## src/rtl/uart_pkg.sv

```systemverilog
`default_nettype none
// ============================================================================
// Module      : uart_pkg
// Description : Shared constants and types for the UART command sequencer:
//               ALU opcodes, flag bit positions, the sequencer state encoding
//               and the default UART bit period.
// Ports       : none (package)
// Revision    : 1.0 - initial release
// ============================================================================
package uart_pkg;

  // 100 MHz system clock / 115200 baud
  localparam int c_CLK_PER_BIT = 868;

  // Opcode byte values
  localparam logic [7:0] OP_ADD = 8'h0A;
  localparam logic [7:0] OP_SUB = 8'h0B;
  localparam logic [7:0] OP_AND = 8'h0C;
  localparam logic [7:0] OP_OR  = 8'h0D;

  // Bit positions inside the flags byte
  localparam int c_FLG_CARRY = 0;
  localparam int c_FLG_ZERO  = 1;
  localparam int c_FLG_BADOP = 7;

  typedef enum logic [2:0] {
    S_IDLE     = 3'd0,
    S_GET_B    = 3'd1,
    S_GET_OP   = 3'd2,
    S_EXEC     = 3'd3,
    S_SEND_RES = 3'd4,
    S_WAIT_RES = 3'd5,
    S_SEND_FLG = 3'd6,
    S_WAIT_FLG = 3'd7
  } state_t;

endpackage
`default_nettype wire

```

## src/rtl/uart_cmd_alu.sv

```systemverilog
`default_nettype none
// ============================================================================
// Module      : uart_cmd_alu
// Description : Combinational 8-bit unsigned ALU for the command sequencer.
//               Produces the result byte and the flags byte for one opcode.
// Ports       : i_op     - opcode byte
//               i_a/i_b  - operands
//               o_result - ALU result (0x00 for an unknown opcode)
//               o_flags  - bit0 carry/borrow, bit1 zero, bit7 bad opcode
// Revision    : 1.0 - initial release
// ============================================================================
module uart_cmd_alu
  import uart_pkg::*;
(
  input  logic [7:0] i_op,
  input  logic [7:0] i_a,
  input  logic [7:0] i_b,
  output logic [7:0] o_result,
  output logic [7:0] o_flags
);

  logic [8:0] w_sum;
  logic [7:0] w_result;
  logic [7:0] w_flags;

  always_comb begin
    w_sum    = 9'd0;
    w_result = 8'h00;
    w_flags  = 8'h00;
    case (i_op)
      OP_ADD: begin
        w_sum                = {1'b0, i_a} + {1'b0, i_b};
        w_result             = w_sum[7:0];
        w_flags[c_FLG_CARRY] = w_sum[8];
      end
      OP_SUB: begin
        w_result             = i_a - i_b;
        w_flags[c_FLG_CARRY] = (i_a < i_b);
      end
      OP_AND:  w_result = i_a & i_b;
      OP_OR:   w_result = i_a | i_b;
      default: w_flags[c_FLG_BADOP] = 1'b1;
    endcase
    // A bad opcode reports only the bad-opcode bit, never zero.
    if (!w_flags[c_FLG_BADOP]) begin
      w_flags[c_FLG_ZERO] = (w_result == 8'h00);
    end
  end

  assign o_result = w_result;
  assign o_flags  = w_flags;

endmodule
`default_nettype wire

```

## src/rtl/uart_cmd_sequencer.sv

```systemverilog
`default_nettype none
// ============================================================================
// Module      : uart_cmd_sequencer
// Description : Collects a 3-byte command (A, B, opcode) from the UART RX
//               byte stream, executes it on the ALU and sends the result and
//               flags bytes to the UART TX with a start/busy handshake.
// Ports       : clk, res              - clock, synchronous active-high reset
//               i_en                  - enable; low returns to IDLE
//               i_rx_data/valid/perr  - received byte, strobe, frame error
//               o_tx_data/o_tx_start  - byte to send and one-cycle request
//               i_tx_busy             - transmitter busy
//               o_result/o_flags      - last ALU result and flags
//               o_cmd_done/o_cmd_err  - completion / abort pulses
//               o_rx_drop             - byte ignored while not accepting
//               o_busy                - high outside IDLE
// Revision    : 1.0 - initial release
// ============================================================================
module uart_cmd_sequencer
  import uart_pkg::*;
#(
  parameter int CLK_PER_BIT = c_CLK_PER_BIT,
  parameter int TIMEOUT     = 22 * CLK_PER_BIT,
  parameter int TO_W        = 15
) (
  input  logic       clk,
  input  logic       res,
  input  logic       i_en,
  input  logic [7:0] i_rx_data,
  input  logic       i_rx_valid,
  input  logic       i_rx_perr,
  output logic [7:0] o_tx_data,
  output logic       o_tx_start,
  input  logic       i_tx_busy,
  output logic [7:0] o_result,
  output logic [7:0] o_flags,
  output logic       o_cmd_done,
  output logic       o_cmd_err,
  output logic       o_rx_drop,
  output logic       o_busy
);

  localparam logic [TO_W-1:0] c_TO_LAST = TO_W'(TIMEOUT - 1);

  state_t          r_state;
  logic [7:0]      r_op_a;
  logic [7:0]      r_op_b;
  logic [7:0]      r_opcode;
  logic [TO_W-1:0] r_to_cnt;
  logic            r_guard;
  logic [7:0]      r_tx_data;
  logic            r_tx_start;
  logic [7:0]      r_result;
  logic [7:0]      r_flags;
  logic            r_cmd_done;
  logic            r_cmd_err;
  logic            r_rx_drop;

  logic [7:0]      w_alu_result;
  logic [7:0]      w_alu_flags;
  logic            w_accepting;

  uart_cmd_alu u_alu (
    .i_op     (r_opcode),
    .i_a      (r_op_a),
    .i_b      (r_op_b),
    .o_result (w_alu_result),
    .o_flags  (w_alu_flags)
  );

  assign w_accepting = (r_state == S_IDLE) || (r_state == S_GET_B) ||
                       (r_state == S_GET_OP);

  always_ff @(posedge clk) begin
    if (res) begin
      r_state    <= S_IDLE;
      r_op_a     <= 8'h00;
      r_op_b     <= 8'h00;
      r_opcode   <= 8'h00;
      r_to_cnt   <= '0;
      r_guard    <= 1'b0;
      r_tx_data  <= 8'h00;
      r_tx_start <= 1'b0;
      r_result   <= 8'h00;
      r_flags    <= 8'h00;
      r_cmd_done <= 1'b0;
      r_cmd_err  <= 1'b0;
      r_rx_drop  <= 1'b0;
    end else begin
      r_tx_start <= 1'b0;
      r_cmd_done <= 1'b0;
      r_cmd_err  <= 1'b0;
      r_rx_drop  <= i_en && i_rx_valid && !w_accepting;

      case (r_state)
        S_IDLE: begin
          r_to_cnt <= '0;
          if (i_en && i_rx_valid) begin
            if (i_rx_perr) begin
              r_cmd_err <= 1'b1;
            end else begin
              r_op_a  <= i_rx_data;
              r_state <= S_GET_B;
            end
          end
        end

        S_GET_B, S_GET_OP: begin
          if (!i_en) begin
            r_to_cnt <= '0;
            r_state  <= S_IDLE;
          end else if (i_rx_valid) begin
            // A byte arriving on the expiry cycle wins over the timeout.
            r_to_cnt <= '0;
            if (i_rx_perr) begin
              r_cmd_err <= 1'b1;
              r_state   <= S_IDLE;
            end else if (r_state == S_GET_B) begin
              r_op_b  <= i_rx_data;
              r_state <= S_GET_OP;
            end else begin
              r_opcode <= i_rx_data;
              r_state  <= S_EXEC;
            end
          end else if (r_to_cnt == c_TO_LAST) begin
            r_to_cnt  <= '0;
            r_cmd_err <= 1'b1;
            r_state   <= S_IDLE;
          end else begin
            r_to_cnt <= r_to_cnt + 1'b1;
          end
        end

        S_EXEC: begin
          if (!i_en) begin
            r_state <= S_IDLE;
          end else begin
            r_result   <= w_alu_result;
            r_flags    <= w_alu_flags;
            r_tx_data  <= w_alu_result;
            r_tx_start <= 1'b1;
            r_state    <= S_SEND_RES;
          end
        end

        S_SEND_RES: begin
          r_guard <= 1'b1;
          r_state <= S_WAIT_RES;
        end

        S_WAIT_RES: begin
          // First WAIT cycle skips tx_busy: the transmitter may take a
          // cycle to raise it after tx_start.
          if (r_guard) begin
            r_guard <= 1'b0;
          end else if (!i_tx_busy) begin
            if (i_en) begin
              r_tx_data  <= r_flags;
              r_tx_start <= 1'b1;
              r_state    <= S_SEND_FLG;
            end else begin
              r_state <= S_IDLE;
            end
          end
        end

        S_SEND_FLG: begin
          r_guard <= 1'b1;
          r_state <= S_WAIT_FLG;
        end

        S_WAIT_FLG: begin
          if (r_guard) begin
            r_guard <= 1'b0;
          end else if (!i_tx_busy) begin
            r_cmd_done <= i_en;
            r_state    <= S_IDLE;
          end
        end

        default: r_state <= S_IDLE;
      endcase
    end
  end

  assign o_tx_data  = r_tx_data;
  assign o_tx_start = r_tx_start;
  assign o_result   = r_result;
  assign o_flags    = r_flags;
  assign o_cmd_done = r_cmd_done;
  assign o_cmd_err  = r_cmd_err;
  assign o_rx_drop  = r_rx_drop;
  assign o_busy     = (r_state != S_IDLE);

endmodule
`default_nettype wire

```

## config.mk

```make
export PLATFORM = sky130hd
export DESIGN_NAME = uart_cmd_sequencer
export DESIGN_NICKNAME = d
export VERILOG_FILES = /design/src/rtl/uart_pkg.sv /design/src/rtl/uart_cmd_alu.sv /design/src/rtl/uart_cmd_sequencer.sv
export SDC_FILE = /design/constraint.sdc
export NUM_CORES = 1
export LEC_CHECK = 0
export ABC_AREA = 1
export CAP_MARGIN = 30
export CORE_UTILIZATION = 50
export DETAILED_ROUTE_END_ITERATION = 12
export GPL_TIMING_DRIVEN = 1
export HOLD_SLACK_MARGIN = 0.06
export PLACE_DENSITY = 0.75
export RECOVER_POWER = 100
export SYNTH_ARGS = -nofsm -noshare
export SYNTH_HDL_FRONTEND = slang
export SYNTH_SLANG_ARGS = --single-unit
```

## constraint.sdc

```tcl
create_clock -name clk -period 1.7 [get_ports clk]
set_input_delay 0.34 -clock clk [delete_from_list [all_inputs] [get_ports clk]]
set_output_delay 0.34 -clock clk [all_outputs]
set_load 0.05 [all_outputs]
```

==> out/metrics.yaml <==
sta:
  final_critical_path_setup_slack_ns: -0.200
  finalSetupViolations: 8
  finalClockSkew_ns: 0.0139
  tns_ns: -0.714
  fmax_mhz: 526
  timing_hold_violations_final: 0
  maxSlewViolCount: 0
  rsz_0062_raised_after_global_routing: "yes"
  layout_worst_path_cycle_share_pct: 112
  post-route-min-period_ns: 1.90
logic_synthesis:
  post_synth_top_cells: "101 x nand2_1, 82 x inv_1, 66 x dfxtp_1, 61 x a21oi_1, 56 x nor2_1"
  synth.largest_area_cell: "dfxtp_1"
  ys.flop_type: "dfxtp_1"
  synth.yosys.warnings: 0
  netlist_instances: 555
  post_synth_instance_area_sq_um: 3810
  ys_async_sr_fraction_pct: 0
  yosys.cell_types.count: 38
  ys_ff_latch: 66
  yosys-top-cells-area: "dfxtp_1 35%, nand2_1 10%, ha_1 8.2%"
  ys_seq_area_share_pct: 34.7
  synth_enable_flop_cells: 0
  synthMostInstantiatedCell: "nand2_1"
  syn-mean-instance-area_sq_um: 6.86
  netlist.area_leader.share_pct: 34.7
job:
  maxCapViolCount: 0
cells_and_area:
  area_growth_syn_to_layout_pct: 42.8
  antenna_diode_instance_count: 0
  fillCellCount: 526
  fraction_of_final_layout_cells_sized_beyond_drive_strength_1_pct: 36.9
  design.final.nets: 698
  finalInstanceArea_sq_um: 5440
  util_after_layout_pct: 74.5
detailed_routing:
  drt-wirelength-per-cell_microns: 14.6
  drtPass1Iterations: 5
  via_per_inst: 5.37
  drc: 0
  detailroute.via_count: 4089
  detail-route-antenna-nets: 0
  routed_wire_length_microns: 11100
  drt-initial-drc-count: 288
critical_path:
  worst-setup-path-type: "reg -> reg"
  worst-endpoint-required_ns: 1.99
  endpoint_kind: "register"
  critical_path_peak_fanout: 3
  critPathLaunchType: "register"
  critPathArrivalTime_ns: 2.19
  setup_slack_on_the_worst_flop_to_flop_path_ns: -0.20
global_routing:
  grt.overflow.total: 0
  grt_pass1_vias: 3853
  antenna_found_initial: 0
  grt_most_used_layer: "met2"
  globalRouteMet3Util_pct: 4.71
  first_pass_grt_wire_length_microns: 16800
  gr-usage-all-layers_pct: 27.1
  grtUsageMet1_pct: 32.1
  grt_use_met2_pct: 48.1
  largest_net_degree_at_the_start_of_global_routing: 26
cts:
  clk_latency_ns: 0.35
  cts-root-to-sink-buffers: 2
  cts-root-buf: "clkbuf_8"
  cts.htree.levels: 3
  tritoncts_num_sinks: 66
  tritoncts: "built"
  post_cts_hold_buffer_count: 0
  total_clock_buffers_created_by_cts: 9
  path_clk_slew_ns: 0.08
place:
  postPlaceCellArea_sq_um: 4650
  gpl.final_weighted_congestion: 0.982
  port_buffers: 37
  post-dp-hpwl_microns: 7460
pwr:
  pwr_density_cell_nw_per_um2: 758
  cellLeakagePower_nw: 2.38
  vdd_ir_drop_max_mv: 0.535
floorplan:
  dieHeight_microns: 89.3
  core_area_sq_um: 7290
  floorplan.die_area_sq_um: 7970
  start_util_pct: 52.2
  io_pins: 43
  placementRows: 31
  die_width_microns: 89.3
outcome:
  outcome: "finished with violations"
  failing_checks: "negative setup slack"
worst_hold_path:
  hold_path_class: "reg -> reg"
placed cells by master, fill, tap and decap left out, types with 3 or more instances in the layout:
cell type	n
nor2_4	5
clkbuf_8	9
dfxtp_2	13
nor3_4	5
ha_4	9
nand2_2	24
clkdlybuf4s50_1	13
conb_1	5
nand3_2	12
o21ai_0	36
nor2_1	42
inv_1	63
ha_1	15
nor2_2	11
inv_4	5
a21oi_2	3
inv_2	18
a21oi_1	56
o21ai_1	12
buf_4	88
dfxtp_4	4
nand4_1	7
nand3_1	30
nand2_4	4
nor3_1	3
nand2_1	76
o21ai_2	5
buf_6	3
dfxtp_1	49
through the flow:
stage | power [W] | worst slack [ns] | instances | hold WS [ns]
after detailed placement | 0.00241 | -0.253 | 736 | 0.448
final | 0.00412 | -0.200 | 761 | 0.456
after floorplan | 0.00212 | -0.0101 | 559 | 0.429
after global routing | 0.00430 | -0.321 | 761 | 0.482
after global placement | 0.00239 | -0.197 | 736 | 0.439
after CTS | 0.00398 | -0.178 | 755 | 0.458
registers in the layout, indices dropped and copies added, names as in the netlist, 3 cells and up:
name,flops
o_flags,3
o_result,8
o_tx_data,8
r_op_a,8
r_op_b,8
r_opcode,8
r_state,3
r_to_cnt,15
report_power, final:
group	internal [W]	switching, W
sequential	0.00159	0.0000463
clock	0.000835	0.000663
combinational	0.000413	0.000569
total	0.00284	0.00128
kinds of logic after synthesis:
logic type	Yosys count	synth area share, %
AO/OA/AOI/OAI	122	17.0
XOR/XNOR	3	0.690
adder cells (fa/ha/maj)	27	9.27
buffers and inverters	105	11.0
flip-flops	66	34.7
other	1	0.0985
AND/OR/NAND/NOR	231	27.3
critical path, cell delays in order, from the launching register on:
cell and delay [ns]:
dfxtp_2 0.36, ha_4 0.17, fa_2 0.39, nor2_2 0.14, nor2_1 0.05, nand3_1 0.09
nand2_2 0.08, nor2_2 0.08, nand2_1 0.06, nor2_2 0.10, nand2_1 0.05, nor2_1 0.08
nand3_1 0.07, a21oi_1 0.12
timing repair:
action,in CTS,in global routing
endpoints found under the setup margin,22,43
hold endpoints to repair,0,0
buffers inserted,3,6
pin swaps,18,43
gates resized for setup,57,101
area by class of cell:
class,instances,area [sq um],share of cell area [%]
Multi-Input combinational cell,388,2540,46.7
Sequential cell,66,1350,24.9
Clock inverter,7,98.8,1.82
Timing Repair Buffer,106,865,15.9
Clock buffer,9,124,2.28
Inverter,86,335,6.17
Tap cell,99,124,2.28
path summary, 6_finish.rpt:
kind | startpoint | end | cells after the start
worst min-delay path | r_opcode[4] | r_opcode[4] | 2
worst max-delay path | r_op_b[0] | o_flags[1] | 13
worst min register to register | r_opcode[4] | r_opcode[4] | 2
worst max register to register | r_op_b[0] | o_flags[1] | 13
per-layer routing:
metal  vias up  routed length [microns]  share of wire, %
met3        29                      503               4.5
met4         0                      295               2.7
li1       1995                        -                 -
met1      1919                     4560                41
met2       146                     5720                52
met5         -                        0                 0
(Power assumes the default switching activity.)
